### config.mk
export PLATFORM = sky130hd
export DESIGN_NAME = kof_sprite_fetch
export DESIGN_NICKNAME = d
export VERILOG_FILES = /design/src/rtl/kof_sprite_fetch.sv
export SDC_FILE = /design/constraint.sdc
export NUM_CORES = 1
export LEC_CHECK = 0
export CAP_MARGIN = 20
export CELL_PAD_IN_SITES_DETAIL_PLACEMENT = 2
export CELL_PAD_IN_SITES_GLOBAL_PLACEMENT = 2
export CORE_ASPECT_RATIO = 0.9
export CORE_MARGIN = 3
export CORE_UTILIZATION = 31
export DETAILED_ROUTE_END_ITERATION = 7
export PLACE_DENSITY = 0.93
export SYNTH_ARGS = -nofsm -noshare
export SYNTH_HDL_FRONTEND = slang
export SYNTH_SLANG_ARGS = --single-unit
### constraint.sdc
create_clock -name vga_clk -period 8.8 [get_ports vga_clk]
set_input_delay 0.88 -clock vga_clk [delete_from_list [all_inputs] [get_ports vga_clk]]
set_output_delay 0.88 -clock vga_clk [all_outputs]
set_load 0.01 [all_outputs]
### src/rtl/kof_sprite_fetch.sv
// Sprite ROM address generator with a triggered animation player (IDLE/PLAY/DONE).
// Optional macro KOF_SPRITE_RETRIGGER_EN lets a trigger during PLAY restart the animation.
module kof_sprite_fetch #(
    parameter int FRAME_W    = 64,
    parameter int FRAME_H    = 96,
    parameter int NUM_FRAMES = 4,
    parameter int FRAME_HOLD = 6
) (
    input  logic        vga_clk,
    input  logic        reset,
    input  logic        frame_start,
    input  logic        trigger,
    input  logic [9:0]  draw_x,
    input  logic [9:0]  draw_y,
    input  logic [9:0]  pos_x,
    input  logic [9:0]  pos_y,
    input  logic        flip,
    output logic [14:0] rom_address,
    output logic        sprite_on,
    output logic        busy,
    output logic [1:0]  frame_idx,
    output logic        done
);

`ifdef KOF_SPRITE_RETRIGGER_EN
    localparam logic RETRIGGER = 1'b1;
`else
    localparam logic RETRIGGER = 1'b0;
`endif

    localparam logic [5:0]  HOLD_LAST  = 6'(FRAME_HOLD - 1);
    localparam logic [1:0]  FRAME_LAST = 2'(NUM_FRAMES - 1);
    localparam logic [14:0] FRAME_SIZE = 15'(FRAME_W * FRAME_H);

    typedef enum logic [1:0] {
        IDLE = 2'd0,
        PLAY = 2'd1,
        DONE = 2'd2
    } state_t;

    state_t      state_q, state_d;
    logic [5:0]  hold_cnt_q, hold_cnt_d;
    logic [1:0]  frame_idx_q, frame_idx_d;
    logic [14:0] rom_address_q, rom_address_d;
    logic        sprite_on_q, sprite_on_d;

    logic [10:0] x_end_s, y_end_s;
    logic        inside_s;
    logic [9:0]  lx_s, ly_s, col_s;
    logic [14:0] addr_sum_s;

    // Animation sequencer: next state, hold counter and frame index
    always_comb begin
        state_d     = state_q;
        hold_cnt_d  = hold_cnt_q;
        frame_idx_d = frame_idx_q;
        case (state_q)
            IDLE: begin
                frame_idx_d = 2'd0;
                hold_cnt_d  = 6'd0;
                if (trigger) begin
                    state_d = PLAY;
                end else begin
                    state_d = IDLE;
                end
            end
            PLAY: begin
                if (RETRIGGER && trigger) begin
                    frame_idx_d = 2'd0;
                    hold_cnt_d  = 6'd0;
                end else if (frame_start) begin
                    if (hold_cnt_q == HOLD_LAST) begin
                        hold_cnt_d = 6'd0;
                        if (frame_idx_q < FRAME_LAST) begin
                            frame_idx_d = frame_idx_q + 2'd1;
                        end else begin
                            state_d = DONE;
                        end
                    end else begin
                        hold_cnt_d = hold_cnt_q + 6'd1;
                    end
                end else begin
                    hold_cnt_d = hold_cnt_q;
                end
            end
            DONE: begin
                state_d     = IDLE;
                frame_idx_d = 2'd0;
                hold_cnt_d  = 6'd0;
            end
            default: begin
                state_d     = IDLE;
                frame_idx_d = 2'd0;
                hold_cnt_d  = 6'd0;
            end
        endcase
    end

    // Box test and address; 15-bit wrapping arithmetic equals the 17-bit sum truncated
    always_comb begin
        x_end_s    = {1'b0, pos_x} + 11'(FRAME_W);
        y_end_s    = {1'b0, pos_y} + 11'(FRAME_H);
        inside_s   = ({1'b0, draw_x} >= {1'b0, pos_x}) && ({1'b0, draw_x} < x_end_s) &&
                     ({1'b0, draw_y} >= {1'b0, pos_y}) && ({1'b0, draw_y} < y_end_s);
        lx_s       = draw_x - pos_x;
        ly_s       = draw_y - pos_y;
        col_s      = flip ? (10'(FRAME_W - 1) - lx_s) : lx_s;
        addr_sum_s = 15'(frame_idx_q) * FRAME_SIZE + 15'(ly_s) * 15'(FRAME_W) + 15'(col_s);
        if (inside_s) begin
            rom_address_d = addr_sum_s;
            sprite_on_d   = 1'b1;
        end else begin
            rom_address_d = 15'd0;
            sprite_on_d   = 1'b0;
        end
    end

    // State and output registers with synchronous reset
    always_ff @(posedge vga_clk) begin
        if (reset) begin
            state_q       <= IDLE;
            hold_cnt_q    <= 6'd0;
            frame_idx_q   <= 2'd0;
            rom_address_q <= 15'd0;
            sprite_on_q   <= 1'b0;
        end else begin
            state_q       <= state_d;
            hold_cnt_q    <= hold_cnt_d;
            frame_idx_q   <= frame_idx_d;
            rom_address_q <= rom_address_d;
            sprite_on_q   <= sprite_on_d;
        end
    end

    assign rom_address = rom_address_q;
    assign sprite_on   = sprite_on_q;
    assign frame_idx   = frame_idx_q;
    assign busy        = (state_q == PLAY);
    assign done        = (state_q == DONE);

endmodule

==> run metrics, run 1 <==
Final min period=between 5 and 6 ns; synthesized area per cell=roughly 8 um2; post-layout net count=478; top cell type's share of synthesized area=around a fifth; Root Buffer Master=clkbuf_8; Mapped Cells=325; CORE AREA=slightly above 8000 um2; antenna violations before repair=0; reg2reg start=frame_idx[0]; cell repeated most along the worst path=ha_1; Pre-antenna DRT Iters=4; critical path cell sequence=clkdlybuf4s50_1 -> inv_1 -> ha_1 -> nor2b_1 -> o2111ai_1 -> a31oi_1 -> nor3_1 -> or2_2 -> ha_1 -> nand2_1 -> o21a_1 -> fa_1 -> nand2b_1 -> a211oi_1 -> mux2i_1 -> a21oi_1 -> xnor2_1 -> nor2_1; switching share of power=38.6%; Reg clk slew, reported paths=0.09 ns; first-pass GRT wire length=between 10000 and 15000 um; die height=around 94 um; cts bufs inserted=3; multi-input logic area=just under 2000 um2; register-to-register setup slack=approximately 6.6 ns; Clock Power Share=between 15 and 20%; wirelength, routed=about 8600 um; Cell Int Power=about 0.25 mW; Worst Path Buf+Inv=2; fraction of layout cells with a size suffix above 1=under 10%; Slowest Stage Delay on Critical Path=around 0.52 ns; synthesized net count=between 400 and 500; Final Wtd Congestion=between 0.8 and 0.9; critical path startpoint category=primary input; Post-synth top flop=dfxtp_1; max-slew violations=0; Reg power frac=between 30% and 40%; placed cell area=approximately 3400 um2; Overflow after GRT=0; DRC viols=0; status=finished clean; Area growth, synth to finish=29.9%; vias per cell=approximately 5.1; H-tree depth=1; CP Max Fanout=3; DRT antenna net count=0; vias in the first global route=2753; GR Util All Layers=about 18%; crit end category=flip-flop; Hold Fails Final Rpt=0; Yosys cell types=46; CP delay by family, top=compound AO/OA/AOI/OAI gates; Rel. slew slack=roughly two thirds; hold_sp=state_q[1]; Hold WC Path Type=reg2reg; Setup crit start=pos_x[1]; largest net degree at the start of global routing=17; top-count cell post-synth=ha_1; synth top area cells=ha_1, dfxtp_1, xnor2_1, inv_1, xor2_1; Crit-path slowest cell=clkdlybuf4s50_1; Post-synth EDFFs=0; Reg area=approximately 520 um2; Die Area=about 9700 um2; wire per inst=17.3 um; fin crit share=57.0%; register area share after synthesis=19.7%; worst slew pin tran=between 0.5 and 0.6 ns; Clk Latency, worst-skew pair=approximately 0.27 ns; setup violators final=0; CTS sink cnt=26; TNS Setup=0 ns; max-cap viol count=0; P_leak=between 1.5 and 2 nW; cell accounting for the most synthesized area=ha_1; fillers=about 920; CTS resizes=0; Mapped Area=roughly 2600 um2; unrepaired setup endpoints after global routing=no; sw power=around 0.16 mW; Yosys Warn Count=0; Logic pwr share=roughly 53%; # IOs=65; Ant. Diodes=0; worst path arrival time=~5.2 ns; final instance area=roughly 3400 um2; buffer count from post-CTS setup fixing=0; Setup CP Type=in2reg; FP Rows=31; cts hold-fix bufs=0; Max Buffers Root-to-Sink=2; dpl hpwl=around 7400 um; Initial Util=approximately a third; Vias=2541; Max Clock Skew=0.00576 ns; CTS tree=done; First DRT Iteration DRCs=66; WP data required=approximately 9.0 ns; port bufs=64; register bit count reported by yosys=26; FMAX=about 200 MHz; peak supply drop=~0.05 mV; Post-synth ARST share=0%; PwrDens=around 120 nW/um2; Die X=slightly above 100 um; Post-synth top cells=ha_1, inv_1, nor2_1, dfxtp_1, xnor2_1
==> power groups by stage <==
stage	logic [mW]	registers [mW]	clock network [mW]
3_5_place_dp	0.208	0.124	0
3_3_place_gp	0.192	0.124	0
2_1_floorplan	0.138	0.124	0
5_1_grt	0.236	0.121	0.0746
4_1_cts	0.214	0.121	0.0704
6_report	0.213	0.121	0.0683
==> worst register-to-register path, delay by kind of cell (launching register included) <==
kind / cells / cell delay, ns
xor+xnor: 1 / 0.20
buf+inv: 2 / 0.14
compound gates: 2 / 0.28
fa+ha+maj: 2 / 0.66
simple gates: 2 / 0.35
flops: 1 / 0.46
==> cell usage in the layout, fill, tap and decap left out, types with 2 or more instances in the layout <==
cell type	netlist	final
clkdlybuf4s50_1	0	64
ha_1	43	43
inv_1	38	38
nor2_1	34	34
dfxtp_1	26	26
xnor2_1	23	23
a21oi_1	16	16
nand2_1	15	15
o21ai_0	15	15
xor2_1	15	15
nor3_1	8	8
a21o_1	7	7
o21a_1	7	7
nand3_1	7	7
a211oi_1	6	6
nand2b_1	6	6
nor2b_1	5	5
and3_1	4	4
or2_2	4	4
o211a_1	3	3
nor4b_1	3	3
nand4_1	3	3
fa_1	3	3
clkbuf_8	0	3
o2111ai_1	2	2
a221oi_2	2	2
and4_1	2	2
o31a_1	2	2
mux2i_1	2	2
o211ai_1	2	2
==> state kept, by name, summed over array words and instances (netlist names) <==
name	flops
rom_address	15
hold_cnt_q	6
frame_idx	2
state_q	2
sprite_on	1
==> metrics by stage <==
| step | hold WS (ns) | instances | util (%) | power, mW | worst slack [ns] |
|---|---|---|---|---|---|
| 3_5_place_dp | 0.477 | 497 | 41.4 | 0.332 | 3.76 |
| 2_1_floorplan | 0.436 | 325 | - | 0.262 | 4.82 |
| 5_1_grt | 0.507 | 500 | 41.9 | 0.432 | 3.56 |
| 4_1_cts | 0.486 | 500 | 41.9 | 0.405 | 3.87 |
| 6_report | 0.491 | 500 | 41.9 | 0.403 | 3.79 |
| 3_3_place_gp | 0.462 | 497 | 41.4 | 0.316 | 4.06 |
==> kinds of logic (layout without fill, tap and decap cells) <==
logic type / Yosys count / after routing / synth area share [%]
XOR/XNOR: 38 / 38 / 12.6
AND/OR/NAND/NOR: 97 / 97 / 18.8
flip-flops: 26 / 26 / 19.7
multiplexers: 2 / 2 / 0.758
buffers and inverters: 45 / 105 / 6.77
AO/OA/AOI/OAI: 71 / 71 / 18.7
adder cells (fa/ha/maj): 46 / 46 / 22.6
==> worst paths after layout <==
path              cells after the start              end
setup / recovery                     18  rom_address[14]
hold reg to reg                       1       state_q[0]
hold / removal                        1       state_q[0]
setup reg to reg                      9  rom_address[14]
==> metal layers <==
| metal | track usage, % | up-vias | wire (um) |
|---|---|---|---|
| met1 | 23.7 | 1221 | 3850 |
| met3 | 1.12 | 18 | 219 |
| met4 | 4.42 | 0 | 155 |
| li1 | - | 1245 | - |
| met5 | 0 | - | 0 |
| met2 | 32.6 | 57 | 4410 |
==> cell type report <==
type	count	area share [%]
tap	115	4.19
timing repair buffer	64	18.7
multi-input combinational	254	56.6
sequential	26	15.2
inverter	38	4.16
clock buffer	3	1.20
Power figures use the tool's default switching activity.
==> inputs of run 2 (changes only) <==
--- a/config.mk
+++ b/config.mk
@@ -10,9 +10,9 @@
 export CELL_PAD_IN_SITES_GLOBAL_PLACEMENT = 2
 export CORE_ASPECT_RATIO = 0.9
 export CORE_MARGIN = 3
-export CORE_UTILIZATION = 31
+export CORE_UTILIZATION = 26
 export DETAILED_ROUTE_END_ITERATION = 7
-export PLACE_DENSITY = 0.93
+export PLACE_DENSITY = 0.84
 export SYNTH_ARGS = -nofsm -noshare
 export SYNTH_HDL_FRONTEND = slang
 export SYNTH_SLANG_ARGS = --single-unit
==> constraint.sdc (replaced) <==
create_clock -name vga_clk -period 4.2 [get_ports vga_clk]
set_input_delay 0.42 -clock vga_clk [delete_from_list [all_inputs] [get_ports vga_clk]]
set_output_delay 0.42 -clock vga_clk [all_outputs]
set_load 0.01 [all_outputs]
==> run metrics, run 2 (synthesis gave the netlist of run 1 again) <==
TNS Setup=0 ns (unchanged); Rel. slew slack=64.0% (-1.3 points); post-layout net count=489 (+2.3%); Die Area=11400 um2 (+18%); vias in the first global route=2843 (+3.3%); Max Buffers Root-to-Sink=2 (unchanged); Root Buffer Master=clkbuf_16; Setup crit start=pos_x[1]; DRC viols=0 (unchanged); FP Rows=34 (+9.7%); CTS tree=done; FMAX=between 200 and 300 MHz; H-tree depth=1 (unchanged); dpl hpwl=7250 um (-1.5%); worst path arrival time=4.14 ns (-1.04 ns); crit end category=flip-flop; # IOs=65 (unchanged); Reg clk slew, reported paths=0.07 ns (-0.02 ns); CP Max Fanout=3 (unchanged); peak supply drop=0.145 mV (+180%); fin crit share=a little over nine tenths; Final min period=3.99 ns; hold_sp=state_q[1]; Final Wtd Congestion=0.842 (-1.1%); Hold Fails Final Rpt=0 (unchanged); Hold WC Path Type=reg2reg; CORE AREA=9780 um2 (+20%); die height=102 um (+8.6%); antenna violations before repair=0 (unchanged); Max Clock Skew=0.00180 ns (-0.00396 ns); port bufs=64 (unchanged); vias per cell=4.92 (-3.2%); wirelength, routed=8730 um (+1.1%); most frequent cells in the layout=clkdlybuf4s50_1, ha_1, inv_1; max-cap viol count=0 (unchanged); setup violators final=0 (unchanged); register-to-register setup slack=2.06 ns (-4.53 ns); max-slew violations=0 (unchanged); GR Util All Layers=15.0% (-3.3 points); Ant. Diodes=0 (unchanged); critical path startpoint category=primary input; DRT antenna net count=0 (unchanged); fin util=37.2% (-4.7 points); Area growth, synth to finish=37.8%; PwrDens=284 nW/um2 (+140%); Pre-antenna DRT Iters=4 (unchanged); status=finished clean; max FFs per register=15 (unchanged); unrepaired setup endpoints after global routing=yes; wire per inst=16.7 um (-3.4%); first-pass GRT wire length=14000 um (+0.74%); fraction of layout cells with a size suffix above 1=8.31% (+5.7 points); Vias=2572 (+1.2%); total power=1.03 mW (+160%); Clk Latency, worst-skew pair=0.27 ns (about the same); reg2reg start=frame_idx[0]; worst slew pin tran=0.538 ns (+0.0199 ns); Overflow after GRT=0 (unchanged); largest net degree at the start of global routing=17 (unchanged); WP data required=4.35 ns (-4.62 ns); Initial Util=27.0% (-5.3 points); cts bufs inserted=3 (unchanged); Setup CP Type=in2reg; Die X=112 um (+8.7%); CTS sink cnt=26 (unchanged); P_leak=1.62 nW (+6.2%); commonest non-fill, non-tap cell in the layout=clkdlybuf4s50_1; First DRT Iteration DRCs=65 (-1.5%); worst hold slack=0.508 ns (+0.0164 ns)
run 2: where the power goes:
group	total [mW]	switching [mW]	leakage, nW	internal (mW)
combinational	0.499	0.264	1.35	0.235
clock	0.281	0.0909	0.0511	0.190
sequential	0.254	0.00266	0.210	0.251
total	1.03	0.357	1.62	0.676
run 2: per-layer routing:
layer	track usage [%]	vias to the layer above	wire (um)
met5	0	-	0
met4	3.42	0	108
met3	1.08	9	253
met2	28.8	52	4510
met1	18.3	1242	3850
li1	-	1269	-
run 2: worst max-delay path, stage by stage:
cell and delay (ns):
clkdlybuf4s50_1 0.48, inv_1 0.05, ha_1 0.29, nor2b_1 0.16
o2111ai_2 0.24, a31oi_2 0.14, o21a_1 0.22, or2_2 0.32
ha_1 0.21, nor2_2 0.09, xnor2_1 0.13, xnor2_1 0.09
ha_1 0.38, nand2_1 0.11, o21ai_0 0.11, o211a_1 0.24
a221oi_2 0.23, xor2_1 0.16, nor2_1 0.05
run 2: final timing paths:
check,to,cells past startpoint
worst max-delay path,rom_address[13],19
worst min-delay path,state_q[0],1
worst max register to register,rom_address[14],9
worst min register to register,state_q[0],1
run 2: per-stage QoR:
step	worst slack (ns)	std cells	instance area [um2]
2_1_floorplan	0.679	325	2640
3_3_place_gp	0.0194	518	3480
3_5_place_dp	-0.232	518	3480
4_1_cts	0.0100	522	3580
5_1_grt	-0.0447	523	3640
6_report	0.207	523	3640
run 2: timing repair:
action | in CTS | in global routing
hold endpoints to repair | 0 | 0
setup buffers | 0 | 1
resized for setup | 0 | 13
hold buffers | 0 | 0
setup endpoints to repair | 0 | 4
run 2: cell type report:
type	instances	area [um2]
inverter	38	143
timing repair buffer	75	723
sequential	26	520
clock inverter	1	30.0
multi-input combinational	254	1990
fill	1129	6140
tap	126	158
clock buffer	3	75.1
==> inputs of run 3 (changes only) <==
--- a/config.mk
+++ b/config.mk
@@ -13,6 +13,7 @@
 export CORE_UTILIZATION = 26
 export DETAILED_ROUTE_END_ITERATION = 7
 export PLACE_DENSITY = 0.84
+export SLEW_MARGIN = 20
 export SYNTH_ARGS = -nofsm -noshare
 export SYNTH_HDL_FRONTEND = slang
 export SYNTH_SLANG_ARGS = --single-unit
==> results of run 3 <==
Same layout as run 2: the final DEF is identical, and so are final timing and power.
